--- src/rtl/sccb_write_ctrl_if.sv ---
// sccb_write_ctrl_if: request, status and SCCB pad signals of the SCCB write controller
interface sccb_write_ctrl_if;
    logic       SCCB_CLK;
    logic       SCCB_MID_PULSE;
    logic       START;
    logic [7:0] REG_ADDR;
    logic [7:0] REG_DATA;
    logic       SIO_D_IN;
    logic       SIO_C;
    logic       SIO_D_OUT;
    logic       SIO_D_OE;
    logic       BUSY;
    logic       DONE;
    logic       ACK_ERR;

    // controller view: the SCCB master driving the pads
    modport master (
        input  SCCB_CLK, SCCB_MID_PULSE, START, REG_ADDR, REG_DATA, SIO_D_IN,
        output SIO_C, SIO_D_OUT, SIO_D_OE, BUSY, DONE, ACK_ERR
    );

    // counterpart view: requester, clock divider and pad model
    modport slave (
        output SCCB_CLK, SCCB_MID_PULSE, START, REG_ADDR, REG_DATA, SIO_D_IN,
        input  SIO_C, SIO_D_OUT, SIO_D_OE, BUSY, DONE, ACK_ERR
    );
endinterface

--- src/rtl/sccb_write_ctrl.sv ---
// sccb_write_ctrl: 3-phase SCCB write (ID, sub-address, data) with start/stop conditions
module sccb_write_ctrl #(
    parameter logic [7:0] DEV_ADDR = 8'h42
) (
    input logic               PCLK,
    input logic               PRESETN,
    sccb_write_ctrl_if.master bus
);
    typedef enum logic [2:0] {IDLE, START_C, TX, STOP_LO, STOP_WAIT, STOP_HI} state_t;

    state_t     state, state_n;
    logic       sio_c, sio_c_n, sio_d, sio_d_n, oe, oe_n, busy, busy_n, done, done_n;
    logic       ack_err, ack_err_n, gate, gate_n, started, started_n, clk_q;
    logic [3:0] bit_cnt, bit_cnt_n, nxt_bit;
    logic [1:0] byte_cnt, byte_cnt_n, nxt_byte, sel_byte;
    logic [2:0] sel_bit;
    logic [7:0] addr_q, addr_n, data_q, data_n, sel_val;
    logic       tx_bit, rise, last_slot;

    assign rise      = bus.SCCB_CLK & ~clk_q;
    assign last_slot = byte_cnt == 2'd2 && bit_cnt == 4'd8;
    assign nxt_bit   = bit_cnt == 4'd8 ? 4'd0 : bit_cnt + 4'd1;
    assign nxt_byte  = bit_cnt == 4'd8 ? byte_cnt + 2'd1 : byte_cnt;
    // the bit to drive is the one of the slot being entered; START_C enters slot 0
    assign sel_bit   = state == TX ? nxt_bit[2:0] : 3'd0;
    assign sel_byte  = state == TX ? nxt_byte : 2'd0;
    assign sel_val   = sel_byte == 2'd0 ? DEV_ADDR : sel_byte == 2'd1 ? addr_q : data_q;
    assign tx_bit    = sel_val[3'd7 - sel_bit];

    assign bus.SIO_C     = sio_c;
    assign bus.SIO_D_OUT = sio_d;
    assign bus.SIO_D_OE  = oe;
    assign bus.BUSY      = busy;
    assign bus.DONE      = done;
    assign bus.ACK_ERR   = ack_err;

    // state and registered outputs; reset aborts any frame without a stop condition
    always_ff @(posedge PCLK or negedge PRESETN) begin
        if (!PRESETN) begin
            state    <= IDLE;
            sio_c    <= 1'b1;
            sio_d    <= 1'b1;
            oe       <= 1'b1;
            busy     <= 1'b0;
            done     <= 1'b0;
            ack_err  <= 1'b0;
            gate     <= 1'b0;
            started  <= 1'b0;
            clk_q    <= 1'b0;
            bit_cnt  <= 4'd0;
            byte_cnt <= 2'd0;
            addr_q   <= 8'd0;
            data_q   <= 8'd0;
        end else begin
            state    <= state_n;
            sio_c    <= sio_c_n;
            sio_d    <= sio_d_n;
            oe       <= oe_n;
            busy     <= busy_n;
            done     <= done_n;
            ack_err  <= ack_err_n;
            gate     <= gate_n;
            started  <= started_n;
            clk_q    <= bus.SCCB_CLK;
            bit_cnt  <= bit_cnt_n;
            byte_cnt <= byte_cnt_n;
            addr_q   <= addr_n;
            data_q   <= data_n;
        end
    end

    // next state and next output values; SIO_C follows SCCB_CLK only while gated
    always_comb begin
        state_n    = state;
        sio_d_n    = sio_d;
        oe_n       = oe;
        busy_n     = busy;
        done_n     = 1'b0;
        ack_err_n  = ack_err;
        gate_n     = gate;
        started_n  = started;
        bit_cnt_n  = bit_cnt;
        byte_cnt_n = byte_cnt;
        addr_n     = addr_q;
        data_n     = data_q;
        case (state)
            IDLE: if (bus.START) begin
                addr_n     = bus.REG_ADDR;
                data_n     = bus.REG_DATA;
                ack_err_n  = 1'b0;
                busy_n     = 1'b1;
                started_n  = 1'b0;
                bit_cnt_n  = 4'd0;
                byte_cnt_n = 2'd0;
                state_n    = START_C;
            end
            START_C: if (bus.SCCB_MID_PULSE) begin
                if (!started) begin
                    started_n = 1'b1;
                    sio_d_n   = 1'b0;
                end else begin
                    gate_n  = 1'b1;
                    sio_d_n = tx_bit;
                    oe_n    = 1'b1;
                    state_n = TX;
                end
            end
            TX: begin
                if (rise && bit_cnt == 4'd8 && bus.SIO_D_IN) ack_err_n = 1'b1;
                if (bus.SCCB_MID_PULSE) begin
                    if (last_slot) begin
                        sio_d_n    = 1'b0;
                        oe_n       = 1'b1;
                        bit_cnt_n  = 4'd0;
                        byte_cnt_n = 2'd0;
                        state_n    = STOP_LO;
                    end else begin
                        bit_cnt_n  = nxt_bit;
                        byte_cnt_n = nxt_byte;
                        oe_n       = nxt_bit != 4'd8;
                        sio_d_n    = nxt_bit == 4'd8 ? 1'b1 : tx_bit;
                    end
                end
            end
            STOP_LO: if (bus.SCCB_CLK) begin
                gate_n  = 1'b0;
                state_n = STOP_WAIT;
            end
            STOP_WAIT: if (bus.SCCB_MID_PULSE) begin
                sio_d_n = 1'b1;
                state_n = STOP_HI;
            end
            STOP_HI: begin
                done_n  = 1'b1;
                busy_n  = 1'b0;
                state_n = IDLE;
            end
            default: state_n = IDLE;
        endcase
        sio_c_n = gate_n ? bus.SCCB_CLK : 1'b1;
    end
endmodule

--- src/flat_wrapper.sv ---
// flat-port wrapper written by rule: the top's interface ports become plain ports
module sccb_write_ctrl_flat 
#(
    parameter logic [7:0] DEV_ADDR = 8'h42
)
  (PCLK, PRESETN, bus_SCCB_CLK, bus_SCCB_MID_PULSE, bus_START, bus_REG_ADDR, bus_REG_DATA, bus_SIO_D_IN, bus_SIO_C, bus_SIO_D_OUT, bus_SIO_D_OE, bus_BUSY, bus_DONE, bus_ACK_ERR);
  sccb_write_ctrl_if bus_i ();
  input logic PCLK;
  input logic PRESETN;
  input wire logic [$bits(bus_i.SCCB_CLK)-1:0] bus_SCCB_CLK;
  input wire logic [$bits(bus_i.SCCB_MID_PULSE)-1:0] bus_SCCB_MID_PULSE;
  input wire logic [$bits(bus_i.START)-1:0] bus_START;
  input wire logic [$bits(bus_i.REG_ADDR)-1:0] bus_REG_ADDR;
  input wire logic [$bits(bus_i.REG_DATA)-1:0] bus_REG_DATA;
  input wire logic [$bits(bus_i.SIO_D_IN)-1:0] bus_SIO_D_IN;
  output wire logic [$bits(bus_i.SIO_C)-1:0] bus_SIO_C;
  output wire logic [$bits(bus_i.SIO_D_OUT)-1:0] bus_SIO_D_OUT;
  output wire logic [$bits(bus_i.SIO_D_OE)-1:0] bus_SIO_D_OE;
  output wire logic [$bits(bus_i.BUSY)-1:0] bus_BUSY;
  output wire logic [$bits(bus_i.DONE)-1:0] bus_DONE;
  output wire logic [$bits(bus_i.ACK_ERR)-1:0] bus_ACK_ERR;
  assign bus_i.SCCB_CLK = bus_SCCB_CLK;
  assign bus_i.SCCB_MID_PULSE = bus_SCCB_MID_PULSE;
  assign bus_i.START = bus_START;
  assign bus_i.REG_ADDR = bus_REG_ADDR;
  assign bus_i.REG_DATA = bus_REG_DATA;
  assign bus_i.SIO_D_IN = bus_SIO_D_IN;
  assign bus_SIO_C = bus_i.SIO_C;
  assign bus_SIO_D_OUT = bus_i.SIO_D_OUT;
  assign bus_SIO_D_OE = bus_i.SIO_D_OE;
  assign bus_BUSY = bus_i.BUSY;
  assign bus_DONE = bus_i.DONE;
  assign bus_ACK_ERR = bus_i.ACK_ERR;
  sccb_write_ctrl #(.DEV_ADDR(DEV_ADDR)) u_core (.PCLK(PCLK), .PRESETN(PRESETN), .bus(bus_i));
endmodule
--- config.mk ---
export PLATFORM = sky130hd
export DESIGN_NAME = sccb_write_ctrl_flat
export DESIGN_NICKNAME = d
export VERILOG_FILES = /design/src/rtl/sccb_write_ctrl_if.sv /design/src/rtl/sccb_write_ctrl.sv /design/src/flat_wrapper.sv
export SDC_FILE = /design/constraint.sdc
export NUM_CORES = 1
export LEC_CHECK = 0
export ABC_AREA = 1
export CAP_MARGIN = 25
export CELL_PAD_IN_SITES_DETAIL_PLACEMENT = 0
export CELL_PAD_IN_SITES_GLOBAL_PLACEMENT = 1
export CORE_ASPECT_RATIO = 2
export CORE_UTILIZATION = 42
export CTS_CLUSTER_DIAMETER = 30
export DETAILED_ROUTE_END_ITERATION = 7
export GPL_TIMING_DRIVEN = 0
export PLACE_DENSITY = 0.87
export SLEW_MARGIN = 20
export SYNTH_ARGS = -nofsm -noshare
export SYNTH_HDL_FRONTEND = slang
export SYNTH_SLANG_ARGS = --single-unit
--- constraint.sdc ---
create_clock -name PCLK -period 3.73 [get_ports PCLK]
set_input_delay 0.746 -clock PCLK [delete_from_list [all_inputs] [get_ports PCLK]]
set_output_delay 0.746 -clock PCLK [all_outputs]
set_load 0.01 [all_outputs]
==> impl.org, run 1 <==
** Outcome
- The run finished with clean final reports.

** Drt
- Summing over every cut layer, the via total after detailed routing is 1550.
- Initial detailed-routing violation count :: 29
- Via-per-instance ratio :: ~4.9
- Summed over all layers, the routed wires come to 3970 microns.
- Initial DRT Pass Iterations :: 4
- Uppermost signal routing layer after detailed routing :: met4
- Per-cell routed wire length :: 12.5 microns
- Met2 layer wire length in the routed design :: around 2300 microns
- Number of nets with antenna violations after routing :: 0
- WL met3 :: 84 microns
- In the final routing, the length of wire on met1 measures 1490 microns.
- Total DRC errors in the routed layout :: 0

** STA
- Sum Neg Setup Slack :: 0 ps
- Across the routed clock network, the largest skew measured is 7.03 ps.
- The worst path in the final design needs a cycle of 2080 ps, including I/O delays and setup.
- For the pin with the worst max-slew slack, the measured transition is between 400 and 500 ps.
- Highest attainable clock frequency :: between 400 and 500 MHz
- Across all hold checks on the routed design, the worst slack comes to 383 ps.
- The final count of hold timing violations was 0.
- Final Cycle Share :: 0.557
- Setup repair after global routing missed its margin :: false
- Max-slew headroom at the worst pin :: 0.675
- Count of pins over their slew limit :: 0
- Setup violations remaining at the end of the flow were counted as 0.

** Global routing
- The number of global-route vias before repair came to 1535.
- Final global-route overflow total :: 0
- The initial antenna violation count came to 0.
- Pin count of the biggest net entering global routing :: 21
- For this run, the total global-route usage over all layers was measured as 0.201.
- Wire length of the first global-routing pass :: 6980 microns

** Critical path
- Tracing the worst setup path back leads to its startpoint at u_core.bus.SIO_D_OE.
- The worst setup path is captured at a primary output.
- Measured in cells, the most critical reg-to-reg path has a length of 11.
- The startpoint identified for the worst register-to-register timing path is u_core.bit_cnt[0].
- Data arrives at the worst endpoint at 1330 ps.
- Setup slack on the worst reg-to-reg path comes out at between 1500 and 2000 ps.
- STA puts the critical path data required time at 2980 ps.
- Terminus of the critical flop-to-flop path :: u_core.bus.SIO_D_OUT
- In this run the number of cells on the critical path is 1.
- The critical path ends at bus_SIO_D_OE.
- The largest single stage delay on the critical path is around 530 ps.
- Library cell contributing the largest single delay on the critical path :: sky130_fd_sc_hd__dfstp_2
- The critical path goes through clkdlybuf4s50_1.
- Worst Path Class, Setup :: reg2out
- The number of buffers and inverters on the critical path is 1.
- Grouping stages by cell kind, the critical path spends the most delay in flip-flops.
- Startpoint kind of the worst setup timing path :: flip-flop
- Of all nets on the critical path, the largest fanout is 2.

** Clock tree
- Cell chosen for the clock root :: sky130_fd_sc_hd__clkbuf_8
- Clock tree buffer depth :: 2
- Clock tree synthesis inserted a total of 5 buffers.
- The number of hold buffers added after CTS was 0.
- CTS clock-pin slew for the worst setup and hold paths :: 70 ps
- Buffer count from post-CTS setup fixing :: 0
- Number of instances resized during post-cts repair :: 0
- Latest clock arrival within the worst-skew pair :: 280 ps
- Level count of the clock H-tree :: 2
- TritonCTS clock tree :: yes
- The tree built by TritonCTS fans out to 34 sinks.

** Pwr
- Pint :: 1.01 mW
- The share of total power dissipated in combinational logic is 0.350.
- In this run the power spent charging and discharging nets is 0.556 mW.
- In this run the static leakage power is 1.12 nW.
- Ratio of total power to cell area :: 676 mW/mm^2
- The share of total power dissipated in the clock network is 0.266.
- Switching Fraction :: 0.355
- The worst-case IR drop observed on VDD is 0.376 mV.
- Sequential Power Share :: 0.385

** Floorplan
- Chip Height :: roughly 95 microns
- The die is ~49 microns wide.
- The die covers 0.00462 sq mm.
- Count of boundary I/O pins :: 28
- Rows :: 33
- The core region is 0.00413 sq mm.
- Initial standard-cell utilization of the core :: 0.441

** Synth
- Synthesis produced a netlist with a net count of 255.
- For this run, the register share of the synthesized area comes to 0.469.
- Count of yosys warnings during synthesis :: 0
- Synth async-reset ratio :: 1.00
- Synthesized flop and latch total :: 34
- Number of unique standard cell types used by synthesis :: 28
- Post-Synthesis Cell Area :: 0.00182 sq mm
- Synthesis produced a netlist whose cell count is 230.
- In this run, synthesis inferred 0 flip-flops with an integrated enable.
- A synthesized cell averages 7.92 sq um.
- In the synthesized netlist the dominant register cell turns out to be sky130_fd_sc_hd__dfrtp_1.

** Placement
- Port buffering added 27 buffers.
- HPWL reported at the end of detailed placement :: 3170 microns
- Summing all placed instances gives a cell area of 0.00218 sq mm.
- Routability-driven placement finished with a final weighted congestion of 0.815.

** Layout
- Filler cell count in the final layout :: 402
- The area growth from synthesis to layout is 27.5%.
- Number of antenna diodes :: 0
- At the end of the flow, the number of nets in the layout was between 200 and 300.
- With fillers left out, the area of the finished cells amounts to between 0.002 and 0.0025 sq mm.
- Once layout is complete, the utilization of the core stands at 0.562.
- In the final layout, the share of cells above drive strength 1 is 0.124.

** Min path
- The worst hold path belongs to the class in2async.

** Run
- The tool flagged a number of max-cap violations equal to 0.
through the flow:
stage / power, mW / cells / setup WS (ps)
global placement: 1.15 / 309 / 1160
global route: 1.70 / 318 / 1530
floorplan: 0.971 / 230 / 2060
detailed placement: 1.16 / 310 / 1420
finish: 1.57 / 318 / 1650
CTS: 1.59 / 318 / 1640
synth_stat cells (2+ instances only):
master | instances | area [sq um]
sky130_fd_sc_hd__dfstp_2 | 3 | 78.8
sky130_fd_sc_hd__o32ai_1 | 2 | 17.5
sky130_fd_sc_hd__nand3_1 | 18 | 90.1
sky130_fd_sc_hd__inv_2 | 2 | 7.51
sky130_fd_sc_hd__clkbuf_1 | 2 | 7.51
sky130_fd_sc_hd__nand4_1 | 2 | 12.5
sky130_fd_sc_hd__nor2_1 | 12 | 45.0
sky130_fd_sc_hd__a21oi_1 | 3 | 15.0
sky130_fd_sc_hd__nand2_1 | 78 | 293
sky130_fd_sc_hd__nand3_2 | 6 | 60.1
sky130_fd_sc_hd__o21ai_0 | 15 | 75.1
sky130_fd_sc_hd__nand2_2 | 3 | 18.8
sky130_fd_sc_hd__nor3_1 | 2 | 10.0
sky130_fd_sc_hd__nor2_8 | 2 | 40.0
sky130_fd_sc_hd__ha_1 | 3 | 37.5
sky130_fd_sc_hd__dfrtp_1 | 31 | 776
sky130_fd_sc_hd__inv_1 | 32 | 120
sky130_fd_sc_hd__nor2_4 | 2 | 22.5
sky130_fd_sc_hd__o22ai_1 | 3 | 18.8
flip-flops by register name, indices dropped and copies added, names as in the netlist:
signal,cells
u_core.bus.SIO_C,1
u_core.bit_cnt,4
u_core.bus.SIO_D_OE,1
u_core.bus.DONE,1
u_core.started,1
u_core.state,3
u_core.data_q,8
u_core.gate,1
u_core.bus.ACK_ERR,1
u_core.addr_q,8
u_core.bus.SIO_D_OUT,1
u_core.byte_cnt,2
u_core.clk_q,1
u_core.bus.BUSY,1
power by group through the flow:
stage          clock (mW)  sequential (mW)  combinational [mW]
4_1_cts             0.433            0.603               0.558
5_1_grt             0.447            0.623               0.635
3_5_place_dp            0            0.610               0.555
2_1_floorplan           0            0.604               0.368
3_3_place_gp            0            0.606               0.540
6_report            0.417            0.604               0.549
metal layers:
metal  vias to the layer above  track usage
met4                         0       0.0956
met2                        28        0.392
met5                         -            0
met1                       715        0.205
met3                         9       0.0287
li1                        798            -
final cells by class:
class / instances / area, sq um / share of cell area
plain buffers: 4 / 23.8 / 0.0102
clock buffers: 6 / 82.6 / 0.0356
clock inverters: 2 / 60.1 / 0.0259
inverters: 34 / 128 / 0.0550
multi-input cells: 158 / 816 / 0.351
flip-flops and latches: 34 / 855 / 0.368
well taps: 52 / 65.1 / 0.0280
repair buffers: 28 / 293 / 0.126
worst min-delay path by stage:
| stage | startpoint | to | slack (ps) | cells after the start |
|---|---|---|---|---|
| 2_1_floorplan | u_core.data_q[5] | u_core.data_q[5] | 440 | 2 |
| 6_report | PRESETN | u_core.state[1] | 380 | 1 |
| 3_5_place_dp | u_core.addr_q[3] | u_core.addr_q[3] | 460 | 2 |
| 5_1_grt | PRESETN | u_core.state[1] | 390 | 1 |
| 3_3_place_gp | u_core.data_q[5] | u_core.data_q[5] | 460 | 2 |
| 4_1_cts | PRESETN | u_core.state[0] | 390 | 1 |
cells by family (layout without fill, tap and decap cells):
family,count (synthesis),after routing,synth area share
adders and majority gates,3,3,0.0206
xor gates and xnor gates,1,1,0.00481
DFF,34,34,0.469
buffers and inverters,38,74,0.0831
and+or+nand+nor,128,128,0.338
AOI/OAI and AO/OA,26,26,0.0845
cells in the final DEF, fill, tap and decap left out, drive strengths merged:
cell type and count:
nor2 17, clkdlybuf4s50 26, a21oi 4, clkbuf 8, nand4 2, ha 3, o22ai 3, inv 34
o2111ai 1, bufinv 2, o21ai 15, dfstp 3, nand3 24, o32ai 2, nand2 82, nor4 1
a32o 1, dfrtp 31, xor2 1, nor3 2, buf 4
Note: power is estimated with default switching activity, not from simulation.
==> run 2, diff against run 1 <==
- CORE_UTILIZATION: 42 -> 39
- PLACE_DENSITY: 0.87 -> 0.81
- clock period: 3.73 -> 1.96 ns (I/O delays scaled with it)
==> impl.org, run 2 (synthesized netlist as in run 1, its figures left out) <==
** Outcome
- Status: finished clean (unchanged).

** Layout
- Largest registers :: u_core.addr_q x8, u_core.data_q x8, u_core.bit_cnt x4 (unchanged)
- Final design utilization :: 0.538 (was 0.562)
- Top library cells by usage in the layout, fill and taps aside :: sky130_fd_sc_hd__nand2_1, sky130_fd_sc_hd__dfrtp_1, sky130_fd_sc_hd__inv_1, sky130_fd_sc_hd__clkdlybuf4s50_1, sky130_fd_sc_hd__nand3_1 (was sky130_fd_sc_hd__nand2_1, sky130_fd_sc_hd__inv_1, sky130_fd_sc_hd__dfrtp_1, sky130_fd_sc_hd__clkdlybuf4s50_1, sky130_fd_sc_hd__nand3_1)
- The number of nets in the layout came to 296 (was 290).
- The most common cell after layout, fill and taps aside is sky130_fd_sc_hd__nand2_1 (unchanged).
- Number of antenna diodes :: 0 (unchanged)
- The fraction of final layout cells with drive strength greater than 1 came to 0.159 (was 0.124).
- The growth of design area from synthesis to finish came to 30.6% (was 27.5%).

** STA
- Final Cycle Share :: 0.951
- Sum Neg Setup Slack :: 0 ps (unchanged)
- Count of pins over their slew limit :: 0 (unchanged)
- Highest attainable clock frequency :: about 540 MHz
- The worst setup margin came to 96.5 ps (was 1650 ps).
- Setup repair after global routing missed its margin: true (was false).
- The headroom to the max-slew limit came to 0.677 (was 0.675).
- Final hold violations :: 0 (unchanged)
- The final worst clock skew came to 5.55 ps (was 7.03 ps).
- Worst hold slack after final layout :: 53.8 ps (was 383 ps)
- The slew of the pin with the lowest slew margin was 485 ps (was 487 ps).
- The worst path needs 1860 ps of the cycle, external delays included.
- Total setup violations reported at the end of the flow :: 0 (unchanged)

** Drt
- The detail-routed via count per cell came to 4.83 (was 4.87).
- The count of unresolved DRC violations after routing was 0 (unchanged).
- Per-cell routed wire length :: 12.8 microns (was 12.5 microns)
- Number of nets with antenna violations after routing :: 0 (unchanged)
- The iteration count of the initial detailed-routing pass is 4 (unchanged).
- The violation count after the first detailed-route iteration was 36 (was 29).
- The final wirelength was 4160 microns (was 3970 microns).
- The vias after detailed routing is 1570 (was 1550).

** Run
- The number of maximum-capacitance constraint violations is 0 (unchanged).

** Pwr
- Overall power :: 2.76 mW (was 1.57 mW)
- The highest ir drop seen on vdd is 0.687 mV (was 0.376 mV).
- The leakage power figure came to 1.13 nW (was 1.12 nW).
- Ratio of total power to cell area :: 1160 mW/mm^2 (was 676 mW/mm^2)

** Floorplan
- The die extent in x was 50.3 microns (was 48.6 microns).
- The floorplan core area was 0.00442 sq mm (was 0.00413 sq mm).
- Chip Height :: 98.7 microns (was 95.1 microns)
- Die Area :: 0.00496 sq mm (was 0.00462 sq mm)
- The top-level I/O count came to 28 (unchanged).
- The initial core utilization came to 0.412 (was 0.441).
- Rows :: 34 (was 33)

** Placement
- Placer Congestion :: 0.812 (was 0.815)
- The placed wire-length estimate after detailed placement was 3130 microns (was 3170 microns).
- Port buffer count :: 27 (unchanged)
- Pre-CTS setup slack :: 5.10 ps (was 1420 ps)

** Min path
- Hold Path Class :: in2async (unchanged)

** Critical path
- Most Frequent Cell on Critical Path :: sky130_fd_sc_hd__nand3_2
- Library cell contributing the largest single delay on the critical path :: sky130_fd_sc_hd__dfrtp_1 (was sky130_fd_sc_hd__dfstp_2)
- The cell count of the worst reg-to-reg path came to 11 (unchanged).
- Crit. path cell count :: 11 (was 1)
- The family with the most delay on the worst path is simple AND/OR/NAND/NOR gates (was flip-flops).
- Arrival time reported for the critical path endpoint :: 2080 ps (was 1330 ps)
- The combined buffer and inverter count along the critical path came to 2 (was 1).
- Startpoint kind of the worst setup timing path :: flip-flop (unchanged)
- Maximum fanout count along the critical path :: 5 (was 2)
- Worst Path Class, Setup :: reg2reg (was reg2out)
- Critical path, cell by cell: inv_2, ha_4, nand4_1, nand3_4, buf_8, nand3_2, a21oi_2, nand2_1, nand3_2, nand3_2, a21oi_2 (was clkdlybuf4s50_1).
- Crit path capture type :: flip-flop (was primary output)
- CP max stage delay :: 380 ps (was 530 ps)
- Required time of the critical path :: 2180 ps (was 2980 ps)

** Clock tree
- The clock-pin slew on the worst setup and hold paths is 70 ps (about the same).
- Latest clock arrival within the worst-skew pair :: 280 ps (about the same)
- The depth of the CTS H-tree came to 2 (unchanged).
- Total clock sinks :: 34 (unchanged)
- The number of CTS-inserted buffers was 5 (unchanged).
- The maximum buffer depth of the clock tree was 2 (unchanged).
- Cell chosen for the clock root :: sky130_fd_sc_hd__clkbuf_8 (unchanged)
- TritonCTS clock tree :: yes (unchanged)

** Global routing
- The initial antenna violation count was 0 (unchanged).
- Via count of the first global-routing pass :: 1649 (was 1535)
- Wire length of the first global-routing pass :: 7220 microns (was 6980 microns)
- The pin count of the biggest net entering global routing came to 19 (was 21).
- Final global-route overflow total :: 0 (unchanged)
- Overall routing resource usage :: 0.193 (was 0.201)
==> run 2: changes by cell type in the layout (fill, tap and decap cells not counted), sizes merged <==
cell | previous run | this run
clkbuf | 8 | 10
buf | 4 | 9
bufinv | 2 | 0
==> run 2: cell type report <==
| class | count | area [sq um] |
|---|---|---|
| tap | 54 | 67.6 |
| sequential | 34 | 855 |
| buffer | 4 | 27.5 |
| multi-input combinational | 158 | 870 |
| clock buffer | 7 | 76.3 |
| inverter | 34 | 128 |
| timing repair buffer | 34 | 355 |
| fill | 431 | 2050 |
==> run 2: metrics by stage <==
stage	instance area, sq um	instances
6_report	2380	325
2_1_floorplan	1820	230
3_5_place_dp	2180	312
3_3_place_gp	2160	311
4_1_cts	2260	319
5_1_grt	2380	325
==> run 2: path summary, 6_finish.rpt <==
path,end,startpoint,slack (ps)
setup / recovery,u_core.bus.SIO_D_OUT,u_core.byte_cnt[0],100
hold / removal,u_core.clk_q,PRESETN,50
setup reg to reg,u_core.bus.SIO_D_OUT,u_core.byte_cnt[0],100
hold reg to reg,u_core.addr_q[2],u_core.addr_q[2],470
max in group asynchronous,u_core.bus.SIO_D_OE,PRESETN,1380
min in group PCLK,u_core.addr_q[2],u_core.addr_q[2],470
==> run 2: power breakdown <==
group | total, mW | internal, mW | switching (mW)
Clock | 0.478 | 0.244 | 0.234
Sequential | 1.15 | 0.992 | 0.156
Combinational | 1.13 | 0.453 | 0.677
==> run 2: timing repair <==
| action | in CTS | in global routing |
|---|---|---|
| gates resized for setup | 0 | 12 |
| hold buffers | 0 | 0 |
| pin swaps | 1 | 8 |
| setup endpoints to repair | 1 | 4 |
| buffers inserted | 0 | 5 |
| cloned | 0 | 1 |
==> run 2: metal layers <==
| metal | track usage | vias up | share of wire |
|---|---|---|---|
| li1 | - | 810 | - |
| met1 | 0.200 | 719 | 0.37 |
| met2 | 0.355 | 34 | 0.58 |
| met3 | 0.0324 | 7 | 0.022 |
| met4 | 0.0983 | 0 | 0.025 |
| met5 | 0 | - | 0 |
==> run 3, diff against run 2 <==
- CAP_MARGIN: 25 -> 20
- CORE_MARGIN: default -> 3
==> impl.org, run 3 (synthesized netlist as in run 1, its figures left out) <==
** Outcome
- Status :: finished clean (unchanged)

** STA
- The period utilization is 0.926 (was 0.951).
- The total count of max-transition violations in the final report is 0 (unchanged).
- The setup violation total in the final timing report is 0 (unchanged).
- Max-slew headroom at the worst pin :: 0.683 (was 0.677)
- Final worst path period need :: 1810 ps (was 1860 ps)
- The post-route setup TNS came to 0 ps (unchanged).
- The worst setup margin came to 145 ps (was 96.5 ps).
- The final count of hold timing violations came to 0 (unchanged).
- The final worst clock skew came to 9.92 ps (was 5.55 ps).
- The slew of the pin with the lowest slew margin is 476 ps (was 485 ps).
- The upper clock frequency limit was 551 MHz (was 537 MHz).

** Clock tree
- Latest clock arrival within the worst-skew pair :: 290 ps (was 280 ps)
- The clock sink count came to 34 (unchanged).
- CTS clock-pin slew for the worst setup and hold paths :: 70 ps (about the same)
- The maximum buffer depth of the clock tree came to 2 (unchanged).
- TritonCTS clock tree :: yes (unchanged)
- The CTS root buffer was sky130_fd_sc_hd__clkbuf_8 (unchanged).
- The depth of the CTS H-tree came to 2 (unchanged).
- The number of CTS-inserted buffers is 5 (unchanged).
- The count of hold buffers inserted by post-cts repair is 0 (unchanged).

** Pwr
- Worst IR Drop VDD :: 0.713 mV (was 0.687 mV)
- Overall power :: 2.77 mW (was 2.76 mW)
- Switching Fraction :: 0.385 (was 0.387)
- Clock Power Share :: 0.191 (was 0.174)
- NetSw :: 1.07 mW (about the same)
- Static leakage :: 1.13 nW (about the same)
- The proportion of power drawn by flip-flops and latches came to 0.413 (was 0.416).
- Power share of the combinational group :: 0.395 (was 0.410)
- The power density over the cells is 1180 mW/mm^2 (was 1160 mW/mm^2).
- The internal cell power is 1.70 mW (was 1.69 mW).

** Layout
- Final design utilization :: 0.528 (was 0.538)
- Filler cell count in the final layout :: 450 (was 431)
- Growth of design area from synthesis to finish :: 28.2% (was 30.6%)
- Largest registers: u_core.addr_q x8, u_core.data_q x8, u_core.bit_cnt x4 (unchanged).
- The final cell count without fillers came to 325 (unchanged).
- Number of antenna diodes :: 0 (unchanged)
- Storage element area :: 855 sq um (unchanged)
- Share of cells above drive strength 1 :: 0.151 (was 0.159)
- Number of nets in the final layout :: 295 (was 296)
- Top library cells by usage in the layout, fill and taps aside: sky130_fd_sc_hd__nand2_1, sky130_fd_sc_hd__inv_1, sky130_fd_sc_hd__dfrtp_1, sky130_fd_sc_hd__clkdlybuf4s50_1, sky130_fd_sc_hd__nand3_1 (was sky130_fd_sc_hd__nand2_1, sky130_fd_sc_hd__dfrtp_1, sky130_fd_sc_hd__inv_1, sky130_fd_sc_hd__clkdlybuf4s50_1, sky130_fd_sc_hd__nand3_1).
- The most common cell after layout, fill and taps aside was sky130_fd_sc_hd__nand2_1 (unchanged).
- Area of combinational cells with multiple inputs :: 841 sq um (was 870 sq um)

** Critical path
- The family with the most delay on the worst path is simple AND/OR/NAND/NOR gates (unchanged).
- Arrival time reported for the critical path endpoint :: 2040 ps (was 2080 ps)
- The capturing point of the worst reg2reg path was u_core.bus.SIO_D_OUT (unchanged).
- The delay of the slowest critical-path stage came to 400 ps (was 380 ps).
- Worst Path Class, Setup :: reg2reg (unchanged)
- Critical path, cell by cell: inv_1, ha_4, nand4_1, nand3_2, buf_6, nand3_1, a21oi_1, nand2_1, nand3_2, nand3_2, a21oi_2 (was inv_2, ha_4, nand4_1, nand3_4, buf_8, nand3_2, a21oi_2, nand2_1, nand3_2, nand3_2, a21oi_2).
- Startpoint kind of the worst setup timing path :: flip-flop (unchanged)
- Most Frequent Cell on Critical Path :: sky130_fd_sc_hd__nand3_2 (unchanged)
- Library cell contributing the largest single delay on the critical path :: sky130_fd_sc_hd__dfrtp_1 (unchanged)
- The internal reg-to-reg setup slack is 150 ps (was 100 ps).
- The launch point of the worst reg-to-reg path is u_core.bit_cnt[1] (was u_core.byte_cnt[0]).
- The combined buffer and inverter count along the critical path came to 2 (unchanged).
- The worst endpoint required time is 2190 ps (was 2180 ps).
- R2R cell count :: 11 (unchanged)
- The critical path capture point type was a flip-flop (unchanged).
- Maximum fanout count along the critical path :: 10 (was 5)

** Drt
- The violation count after the first detailed-route iteration was 42 (was 36).
- The final wirelength was 4090 microns (was 4160 microns).
- Per-cell routed wire length :: 12.6 microns (was 12.8 microns)
- Number of nets with antenna violations after routing :: 0 (unchanged)
- The count of unresolved DRC violations after routing is 0 (unchanged).
- Initial DRT Pass Iterations :: 4 (unchanged)
- Via-per-instance ratio :: 4.77 (was 4.83)
- The vias after detailed routing was 1551 (was 1570).

** Placement
- The worst slack after detailed placement is -8.71 ps (was 5.10 ps).
- Port buffer count :: 27 (unchanged)
- Cell total after placement :: 312 (unchanged)
- The placed wire-length estimate after detailed placement was 3270 microns (was 3130 microns).
- The routability-driven placement congestion ratio is 0.798 (was 0.812).

** Run
- Reported max-cap violation count :: 0 (unchanged)

** Floorplan
- The height of the die is 103 microns (was 98.7 microns).
- Die Area :: 0.00558 sq mm (was 0.00496 sq mm)
- The number of cell rows is 34 (unchanged).
- The die extent in x came to 54.3 microns (was 50.3 microns).
- The floorplan core area came to 0.00442 sq mm (unchanged).
- Count of boundary I/O pins :: 28 (unchanged)
- Initial standard-cell utilization of the core :: 0.412 (unchanged)

** Global routing
- Wire length of the first global-routing pass :: 6840 microns (was 7220 microns)
- Initial antenna violation count :: 0 (unchanged)
- Overall routing resource usage :: 0.172 (was 0.193)
- Via count of the first global-routing pass :: 1546 (was 1649)
- The pin count of the biggest net entering global routing is 22 (was 19).
- Final global-route overflow total :: 0 (unchanged)

** Min path
- Hold Path Class :: in2async (unchanged)
-- run 3: worst max path at each step --
stage	depth (start not counted)	end	startpoint	slack, ps
2_1_floorplan	11	u_core.bus.SIO_D_OUT	u_core.bit_cnt[0]	290
3_3_place_gp	1	u_core.addr_q[2]	PRESETN	-290
3_5_place_dp	7	u_core.byte_cnt[0]	bus_START	-9
4_1_cts	13	u_core.bus.SIO_D_OUT	u_core.bit_cnt[0]	30
5_1_grt	11	u_core.bus.SIO_D_OUT	u_core.bit_cnt[1]	-3
6_report	11	u_core.bus.SIO_D_OUT	u_core.bit_cnt[1]	150
-- run 3: layer usage --
metal / vias to the layer above / global-route usage / routed length, microns
met1: 707 / 0.172 / 1520
met4: 0 / 0.0998 / 96
met3: 9 / 0.0260 / 100
met5: - / 0 / 0
li1: 811 / - / -
met2: 24 / 0.315 / 2370
-- run 3: timing repair --
action	4_1_cts	5_1_grt
endpoints found under the setup margin	1	2
resized for setup	1	5
setup buffers	0	5
pin swaps	1	1
-- run 3: through the flow --
stage,hold slack [ps],area [sq um]
final,20.4,2340
after global routing,37.2,2340
after CTS,28.3,2280
after detailed placement,338,2180
after global placement,454,2160
after floorplan,96.4,1820
-- run 3: cell type report --
| cell class | instances | area share |
|---|---|---|
| Buffer | 4 | 0.0102 |
| Clock buffer | 7 | 0.0370 |
| Clock inverter | 1 | 0.00214 |
| Inverter | 34 | 0.0546 |
| Multi-Input combinational cell | 158 | 0.360 |
| Sequential cell | 34 | 0.366 |
| Tap cell | 54 | 0.0289 |
| Timing Repair Buffer | 33 | 0.141 |
-- run 3: power by group through the flow --
stage	Sequential [mW]	Clock, mW	Combinational [mW]
floorplan	1.15	0	0.699
global placement	1.15	0	1.04
detailed placement	1.16	0	1.07
CTS	1.15	0.546	1.07
global route	1.17	0.573	1.27
finish	1.14	0.530	1.09
-- run 3: worst register-to-register path: stages (launching register included) --
cell and delay, ps:
sky130_fd_sc_hd__dfrtp_1 400, sky130_fd_sc_hd__inv_1 120, sky130_fd_sc_hd__ha_4 170, sky130_fd_sc_hd__nand4_1 180, sky130_fd_sc_hd__nand3_2 140, sky130_fd_sc_hd__buf_6 160
sky130_fd_sc_hd__nand3_1 80, sky130_fd_sc_hd__a21oi_1 160, sky130_fd_sc_hd__nand2_1 80, sky130_fd_sc_hd__nand3_2 70, sky130_fd_sc_hd__nand3_2 80, sky130_fd_sc_hd__a21oi_2 110
